File: config.mk
export PLATFORM = sky130hd
export DESIGN_NAME = duc_bypass_ctrl_flat
export DESIGN_NICKNAME = d
export VERILOG_FILES = /design/src/rtl/duc_bypass_ctrl_if.sv /design/src/rtl/duc_bypass_ctrl.sv /design/src/flat_wrapper.sv
export SDC_FILE = /design/constraint.sdc
export NUM_CORES = 1
export LEC_CHECK = 0
export CAP_MARGIN = 20
export CORE_MARGIN = 8
export CORE_UTILIZATION = 56
export DETAILED_ROUTE_END_ITERATION = 6
export HOLD_SLACK_MARGIN = 0.06
export PLACE_DENSITY = 0.8
export SLEW_MARGIN = 15
export SYNTH_ARGS = -nofsm -noshare
export SYNTH_HDL_FRONTEND = slang
export SYNTH_SLANG_ARGS = --single-unit
File: constraint.sdc
create_clock -name clk -period 6.2 [get_ports clk]
set_input_delay 1.55 -clock clk [delete_from_list [all_inputs] [get_ports clk]]
set_output_delay 1.55 -clock clk [all_outputs]
set_load 0.05 [all_outputs]
File: src/rtl/duc_bypass_ctrl_if.sv
// Handshake and config bundle between the DUC bypass controller and its surroundings.
// slave: controller side; master: driving environment side.
interface duc_bypass_ctrl_if #(
  parameter int unsigned N_STAGES  = 3,
  parameter int unsigned CNT_WIDTH = 8
);
  logic [N_STAGES-1:0]  cfg_bypass_in;
  logic                 cfg_valid_in;
  logic                 cfg_ready_out;
  logic [N_STAGES-1:0]  bypass_out;
  logic                 up_valid_in;
  logic                 up_ready_out;
  logic                 duc_valid_out;
  logic                 duc_ready_in;
  logic                 mon_valid_in;
  logic                 mon_ready_in;
  logic                 busy_out;
  logic [CNT_WIDTH-1:0] outstanding_out;
  logic                 timeout_err_out;

  modport slave (
    input  cfg_bypass_in, cfg_valid_in, up_valid_in, duc_ready_in, mon_valid_in, mon_ready_in,
    output cfg_ready_out, bypass_out, up_ready_out, duc_valid_out, busy_out, outstanding_out,
    timeout_err_out
  );

  modport master (
    output cfg_bypass_in, cfg_valid_in, up_valid_in, duc_ready_in, mon_valid_in, mon_ready_in,
    input  cfg_ready_out, bypass_out, up_ready_out, duc_valid_out, busy_out, outstanding_out,
    timeout_err_out
  );
endinterface

File: src/rtl/duc_bypass_ctrl.sv
// Bypass reconfiguration sequencer for the x2 interpolator chain: stall, drain, settle, apply.
// Optional drain timeout is enabled by defining DUC_BYPASS_CTRL_TIMEOUT_EN.
module duc_bypass_ctrl #(
  parameter int unsigned         N_STAGES       = 3,
  parameter int unsigned         CNT_WIDTH      = 8,
  parameter int unsigned         SETTLE_CYCLES  = 4,
  parameter logic [N_STAGES-1:0] RESET_BYPASS   = '0,
  parameter int unsigned         TIMEOUT_CYCLES = 1024
) (
  input logic              clk,
  input logic              arst_n,
  duc_bypass_ctrl_if.slave bus
);

  localparam logic [1:0] StRun    = 2'd0;
  localparam logic [1:0] StDrain  = 2'd1;
  localparam logic [1:0] StSettle = 2'd2;
  localparam logic [1:0] StApply  = 2'd3;

  // Wide enough to hold count + largest ratio without overflow in the gate compare.
  localparam int unsigned SumW  = CNT_WIDTH + N_STAGES + 1;
  localparam int unsigned ZeroW = $clog2(N_STAGES + 1);
  localparam logic [SumW-1:0] CntMax = {{(N_STAGES + 1){1'b0}}, {CNT_WIDTH{1'b1}}};

  if (SETTLE_CYCLES > 255 || TIMEOUT_CYCLES == 0 || N_STAGES == 0) begin : g_bad_params
    $error("duc_bypass_ctrl: parameter out of range");
  end

  logic [1:0]           state_q, state_d;
  logic [N_STAGES-1:0]  bypass_q, bypass_d;
  logic [N_STAGES-1:0]  pending_q, pending_d;
  logic [CNT_WIDTH-1:0] cnt_q, cnt_d, cnt_nxt;
  logic [7:0]           settle_q, settle_d;

  logic [ZeroW-1:0]     zero_cnt;
  logic [SumW-1:0]      ratio;
  logic                 gate;
  logic                 in_acc;
  logic                 out_acc;
  logic                 cfg_acc;
  logic                 timeout_fire;

  // Each bypassed stage removes one x2 factor from the output/input sample ratio.
  always_comb begin
    zero_cnt = '0;
    for (int i = 0; i < N_STAGES; i++) begin
      zero_cnt = zero_cnt + ZeroW'(!bypass_q[i]);
    end
    ratio = SumW'(1) << zero_cnt;
  end

  assign gate    = (state_q == StRun) && ((SumW'(cnt_q) + ratio) <= CntMax);
  assign in_acc  = bus.up_valid_in & gate & bus.duc_ready_in;
  assign out_acc = bus.mon_valid_in & bus.mon_ready_in;
  assign cfg_acc = bus.cfg_valid_in & (state_q == StRun);

  always_comb begin
    cnt_nxt = cnt_q + (in_acc ? ratio[CNT_WIDTH-1:0] : '0);
    if (out_acc && (cnt_nxt != '0)) begin
      cnt_nxt = cnt_nxt - CNT_WIDTH'(1);
    end
    cnt_d = timeout_fire ? '0 : cnt_nxt;
  end

`ifdef DUC_BYPASS_CTRL_TIMEOUT_EN
  localparam int unsigned DrainW = $clog2(TIMEOUT_CYCLES + 1);

  logic [DrainW-1:0] drain_q, drain_d;
  logic              timeout_err_q, timeout_err_d;

  // A drain that completes in the same cycle as the limit is a normal exit, not a timeout.
  assign timeout_fire = (state_q == StDrain) && (drain_q == DrainW'(TIMEOUT_CYCLES - 1)) &&
                        (cnt_nxt != '0);

  always_comb begin
    drain_d       = drain_q;
    timeout_err_d = timeout_err_q;
    if (cfg_acc) begin
      drain_d       = '0;
      timeout_err_d = 1'b0;
    end else if (state_q == StDrain) begin
      drain_d = drain_q + DrainW'(1);
    end
    if (timeout_fire) begin
      timeout_err_d = 1'b1;
    end
  end

  always_ff @(posedge clk or negedge arst_n) begin
    if (!arst_n) begin
      drain_q       <= '0;
      timeout_err_q <= 1'b0;
    end else begin
      drain_q       <= drain_d;
      timeout_err_q <= timeout_err_d;
    end
  end

  assign bus.timeout_err_out = timeout_err_q;
`else
  assign timeout_fire        = 1'b0;
  assign bus.timeout_err_out = 1'b0;
`endif

  always_comb begin
    state_d   = state_q;
    bypass_d  = bypass_q;
    pending_d = pending_q;
    settle_d  = settle_q;
    case (state_q)
      StRun: begin
        if (cfg_acc) begin
          pending_d = bus.cfg_bypass_in;
          state_d   = StDrain;
        end
      end
      StDrain: begin
        if ((cnt_nxt == '0) || timeout_fire) begin
          state_d  = StSettle;
          settle_d = 8'(SETTLE_CYCLES);
        end
      end
      StSettle: begin
        if (settle_q == 8'd0) begin
          state_d = StApply;
        end else begin
          settle_d = settle_q - 8'd1;
        end
      end
      StApply: begin
        bypass_d = pending_q;
        state_d  = StRun;
      end
      default: state_d = StRun;
    endcase
  end

  always_ff @(posedge clk or negedge arst_n) begin
    if (!arst_n) begin
      state_q   <= StRun;
      bypass_q  <= RESET_BYPASS;
      pending_q <= RESET_BYPASS;
      cnt_q     <= '0;
      settle_q  <= '0;
    end else begin
      state_q   <= state_d;
      bypass_q  <= bypass_d;
      pending_q <= pending_d;
      cnt_q     <= cnt_d;
      settle_q  <= settle_d;
    end
  end

  assign bus.duc_valid_out   = bus.up_valid_in & gate;
  assign bus.up_ready_out    = bus.duc_ready_in & gate;
  assign bus.cfg_ready_out   = (state_q == StRun);
  assign bus.busy_out        = (state_q != StRun);
  assign bus.bypass_out      = bypass_q;
  assign bus.outstanding_out = cnt_q;

endmodule

File: src/flat_wrapper.sv
// flat-port wrapper written by rule: the top's interface ports become plain ports
module duc_bypass_ctrl_flat 
#(
  parameter int unsigned         N_STAGES       = 3,
  parameter int unsigned         CNT_WIDTH      = 8,
  parameter int unsigned         SETTLE_CYCLES  = 4,
  parameter logic [N_STAGES-1:0] RESET_BYPASS   = '0,
  parameter int unsigned         TIMEOUT_CYCLES = 1024
)
  (clk, arst_n, bus_cfg_bypass_in, bus_cfg_valid_in, bus_up_valid_in, bus_duc_ready_in, bus_mon_valid_in, bus_mon_ready_in, bus_cfg_ready_out, bus_bypass_out, bus_up_ready_out, bus_duc_valid_out, bus_busy_out, bus_outstanding_out, bus_timeout_err_out);
  duc_bypass_ctrl_if #(.N_STAGES(N_STAGES), .CNT_WIDTH(CNT_WIDTH)) bus_i ();
  input logic clk;
  input logic arst_n;
  input wire logic [$bits(bus_i.cfg_bypass_in)-1:0] bus_cfg_bypass_in;
  input wire logic [$bits(bus_i.cfg_valid_in)-1:0] bus_cfg_valid_in;
  input wire logic [$bits(bus_i.up_valid_in)-1:0] bus_up_valid_in;
  input wire logic [$bits(bus_i.duc_ready_in)-1:0] bus_duc_ready_in;
  input wire logic [$bits(bus_i.mon_valid_in)-1:0] bus_mon_valid_in;
  input wire logic [$bits(bus_i.mon_ready_in)-1:0] bus_mon_ready_in;
  output wire logic [$bits(bus_i.cfg_ready_out)-1:0] bus_cfg_ready_out;
  output wire logic [$bits(bus_i.bypass_out)-1:0] bus_bypass_out;
  output wire logic [$bits(bus_i.up_ready_out)-1:0] bus_up_ready_out;
  output wire logic [$bits(bus_i.duc_valid_out)-1:0] bus_duc_valid_out;
  output wire logic [$bits(bus_i.busy_out)-1:0] bus_busy_out;
  output wire logic [$bits(bus_i.outstanding_out)-1:0] bus_outstanding_out;
  output wire logic [$bits(bus_i.timeout_err_out)-1:0] bus_timeout_err_out;
  assign bus_i.cfg_bypass_in = bus_cfg_bypass_in;
  assign bus_i.cfg_valid_in = bus_cfg_valid_in;
  assign bus_i.up_valid_in = bus_up_valid_in;
  assign bus_i.duc_ready_in = bus_duc_ready_in;
  assign bus_i.mon_valid_in = bus_mon_valid_in;
  assign bus_i.mon_ready_in = bus_mon_ready_in;
  assign bus_cfg_ready_out = bus_i.cfg_ready_out;
  assign bus_bypass_out = bus_i.bypass_out;
  assign bus_up_ready_out = bus_i.up_ready_out;
  assign bus_duc_valid_out = bus_i.duc_valid_out;
  assign bus_busy_out = bus_i.busy_out;
  assign bus_outstanding_out = bus_i.outstanding_out;
  assign bus_timeout_err_out = bus_i.timeout_err_out;
  duc_bypass_ctrl #(.N_STAGES(N_STAGES), .CNT_WIDTH(CNT_WIDTH), .SETTLE_CYCLES(SETTLE_CYCLES), .RESET_BYPASS(RESET_BYPASS), .TIMEOUT_CYCLES(TIMEOUT_CYCLES)) u_core (.clk(clk), .arst_n(arst_n), .bus(bus_i));
endmodule
==> results.sh <==
export IMPL_run_status="finished clean"
export IMPL_synth_mux_area_share_pct=4.78
export IMPL_grt_use_met3_pct=4.43
export IMPL_syn_area_per_cell_um2=8.91
export IMPL_antennaDiodeCount=0
export IMPL_fin_crit_sh_pct=92.8
export IMPL_seq_area_frac_synth_pct=29.1
export IMPL_antenna_left=0
export IMPL_hpwl_um=3610
export IMPL_clkLatencyLatePin_ns=0.26
export IMPL_clkTransAtPathRegs_ns=0.08
export IMPL_slew_violations=0
export IMPL_skew_ns=0.00129
export IMPL_routedWlPerCell_um=14.7
export IMPL_cts_hold_buf=0
export IMPL_p_leak_nw=1.06
export IMPL_grt_util_met1_pct=20.3
export IMPL_io_pins=26
export IMPL_grt_pass1_vias=1635
export IMPL_hold_viol=0
export IMPL_worstPathArrival_ns=5.90
export IMPL_synth_fa_ha_area_share_pct=12.0
export IMPL_ff2ff_path_depth=23
export IMPL_fin_ws_ns=0.449
export IMPL_synthDistinctLibCells=57
export IMPL_setup_worst_path_class="flip-flop to flip-flop"
export IMPL_timing_slew_headroom_pct=64.9
export IMPL_maxCapViolCount=0
export IMPL_drc=0
export IMPL_worst_pin_slew_ns=0.523
export IMPL_gp_congestion=0.920
export IMPL_synth_compound_area_share_pct=21.9
export IMPL_synth_area_mm2=0.00207
export IMPL_die_area_mm2=0.00589
export IMPL_rsz0062_at_grt="false"
export IMPL_synth_top_family_by_area="compound AO/OA/AOI/OAI gates"
export IMPL_ff2ff_setup_slack_ns=0.45
export IMPL_clock_path_buffers=2
export IMPL_gr_usage_met2_pct=24.2
export IMPL_synth_edff_count=0
export IMPL_vias=1770
export IMPL_grt_pass1_wl_um=7750
export IMPL_grtUsageTotal_pct=15.5
export IMPL_start_util_pct=57.3
export IMPL_finalSetupTns_ns=0
export IMPL_clock_sinks=24
export IMPL_hp_class="flip-flop to flip-flop"
export IMPL_cts_buffers=3
export IMPL_syn_num_nets=260
export IMPL_syn_inst=232
export IMPL_ys_seq_elements=24
export IMPL_core_area_mm2=0.00361
export IMPL_peakVddDrop_mv=0.261
export IMPL_start_kind="flip-flop"
export IMPL_period_needed_ns=5.75
export IMPL_synthXorXnorAreaFrac_pct=5.45
export IMPL_portBuffers=24
export IMPL_final_layout_size_suffix_gt1_share_pct=10.7
export IMPL_drt_pass1_iter_count=4
export IMPL_drt_iter0_drc=111
export IMPL_yosys_most_used_dff="dfrtp_1"
export IMPL_power_per_cell_area_mw_per_mm2=598
export IMPL_rr_startpoint="u_core.bus.bypass_out[0]"
export IMPL_viasPerCell=5.88
export IMPL_rows=22
export IMPL_grt_busiest_layer="met2"
export IMPL_die_height_um=76.8
export IMPL_worstReg2RegEnd="u_core.settle_q[0]"
export IMPL_cts_resized=0
export IMPL_holdWs_ns=0.513
export IMPL_syn_to_final_growth_pct=16.2
export IMPL_finalPower_w=0.00144
export IMPL_cts_setup_buffers=0
export IMPL_grt_overflow_total=0
export IMPL_synthSimpleGateAreaFrac_pct=21.7
export IMPL_hold_path_end="u_core.settle_q[7]"
export IMPL_worstPathRequired_ns=6.35
export IMPL_cts_tree="yes"
export IMPL_wl_um=4440
export IMPL_holdPathStages=1
export IMPL_setup_viol_count_final=0
export IMPL_die_x_um=76.8
export IMPL_final_cell_area_mm2=0.00240
export IMPL_cts_root_buf="clkbuf_8"
export IMPL_grt_start_max_net_pins=25
export IMPL_dpl_instance_area_mm2=0.00233
export IMPL_antenna_found_initial=0
export IMPL_final_nets=282
export IMPL_htreeDepth=1
export IMPL_hp_start="u_core.settle_q[7]"
export IMPL_end_kind="flip-flop"
export IMPL_fmax_mhz=174
export IMPL_async_flop_share_pct=100
export IMPL_path_max_fanout=9
export IMPL_pre_cts_slack_ns=0.435
export IMPL_yosys_warnings=0
==> kinds of logic after synthesis <==
kind of cell,after synthesis
simple gates,87
compound gates,57
flops,24
buf+inv,24
fa+ha+maj,18
xor+xnor,12
mux,9
other cells,1
==> Yosys cell counts (2+ instances only) <==
master | number | area share [%]
nand2b_1 | 3 | 0.91
a221oi_1 | 2 | 0.85
a211oi_2 | 2 | 1.2
or2_2 | 3 | 0.91
o21ai_0 | 9 | 2.2
o21ai_1 | 4 | 0.97
o21a_1 | 3 | 1.1
inv_1 | 17 | 3.1
mux2i_1 | 2 | 0.97
and3_1 | 3 | 0.91
xor2_1 | 3 | 1.3
nand2_1 | 24 | 4.4
xnor2_1 | 8 | 3.4
or3_1 | 2 | 0.61
nor4_1 | 5 | 1.5
fa_1 | 3 | 2.9
a31o_2 | 2 | 0.85
a22o_1 | 2 | 0.85
buf_4 | 2 | 0.73
mux2_2 | 7 | 3.8
nor2_1 | 17 | 3.1
o2bb2ai_1 | 3 | 1.3
buf_2 | 4 | 0.97
nor3_1 | 5 | 1.2
and2_1 | 4 | 1.2
ha_1 | 15 | 9.1
a21o_1 | 3 | 1.1
a32o_1 | 3 | 1.5
a21oi_1 | 6 | 1.5
nand3_1 | 9 | 2.2
nor2b_1 | 5 | 1.5
o211a_1 | 2 | 0.97
a211o_1 | 3 | 1.3
dfrtp_1 | 24 | 29
==> metal layers <==
metal  wire, um  vias up
met5          0        -
met4         25        0
met3        299        4
met2       2030       51
met1       2090      844
li1           -      871
==> per-stage QoR <==
stage | utilization [%] | std cells
3_3_place_gp | 64.6 | 297
5_1_grt | 66.6 | 301
6_report | 66.6 | 301
3_5_place_dp | 64.6 | 297
4_1_cts | 66.6 | 301
2_1_floorplan | - | 232
==> report_power, final <==
part,total [W],internal (W),switching (W)
combinational,0.000994,0.000389,0.000605
sequential,0.000308,0.000231,0.0000767
clock,0.000135,0.0000863,0.0000489
total,0.00144,0.000706,0.000730
==> final cells by class <==
cell class	instances	area [um2]
Clock buffer	3	41.3
Clock inverter	1	30.0
Fill cell	300	1200
Inverter	17	63.8
Multi-Input combinational cell	184	1370
Sequential cell	24	601
Tap cell	48	60.1
Timing Repair Buffer	24	235
==> flip-flops by register name (all words and copies together), names as in the netlist <==
register,cells
u_core.pending_q,3
u_core.bus.bypass_out,3
u_core.state_q,2
u_core.settle_q,8
u_core.bus.outstanding_out,8
==> layout by cell type (no fill, tap or decap), types with 5 or more instances in the layout <==
| cell | n |
|---|---|
| ha_1 | 15 |
| inv_1 | 17 |
| a21oi_1 | 6 |
| nand3_1 | 9 |
| mux2_2 | 7 |
| nor3_1 | 5 |
| nor4_1 | 5 |
| nor2b_1 | 5 |
| dfrtp_1 | 24 |
| nand2_1 | 24 |
| o21ai_0 | 9 |
| nor2_1 | 17 |
| xnor2_1 | 8 |
| clkdlybuf4s50_1 | 23 |
==> critical path, cell delays in order (launching register included) <==
cell and delay (ns):
dfrtp_1 0.41, fa_1 0.56, and2_1 0.21, ha_1 0.19, inv_1 0.07, fa_1 0.15, inv_1 0.04, a21o_1 0.14
a21oi_1 0.13, o31a_1 0.16, and2_0 0.24, and3_1 0.20, ha_1 0.20, inv_1 0.07, fa_1 0.47, nand2b_1 0.23
a211oi_2 0.39, xor2_2 0.32, nor2_1 0.07, a31o_2 0.25, a211o_1 0.28, nor4_4 0.42, o21ai_1 0.16, a22o_1 0.27
==> how the worst max path moves through the flow <==
stage / start / to / slack (ns)
after floorplan: u_core.bus.bypass_out[1] / u_core.settle_q[0] / 0.18
after global placement: bus_duc_ready_in / u_core.settle_q[0] / 0.52
after detailed placement: u_core.bus.bypass_out[0] / u_core.settle_q[0] / 0.44
after CTS: u_core.bus.bypass_out[0] / u_core.settle_q[0] / 0.40
after global routing: u_core.bus.bypass_out[0] / u_core.settle_q[0] / 0.03
final: u_core.bus.bypass_out[0] / u_core.settle_q[0] / 0.45
Note: power is estimated with default switching activity, not from simulation.
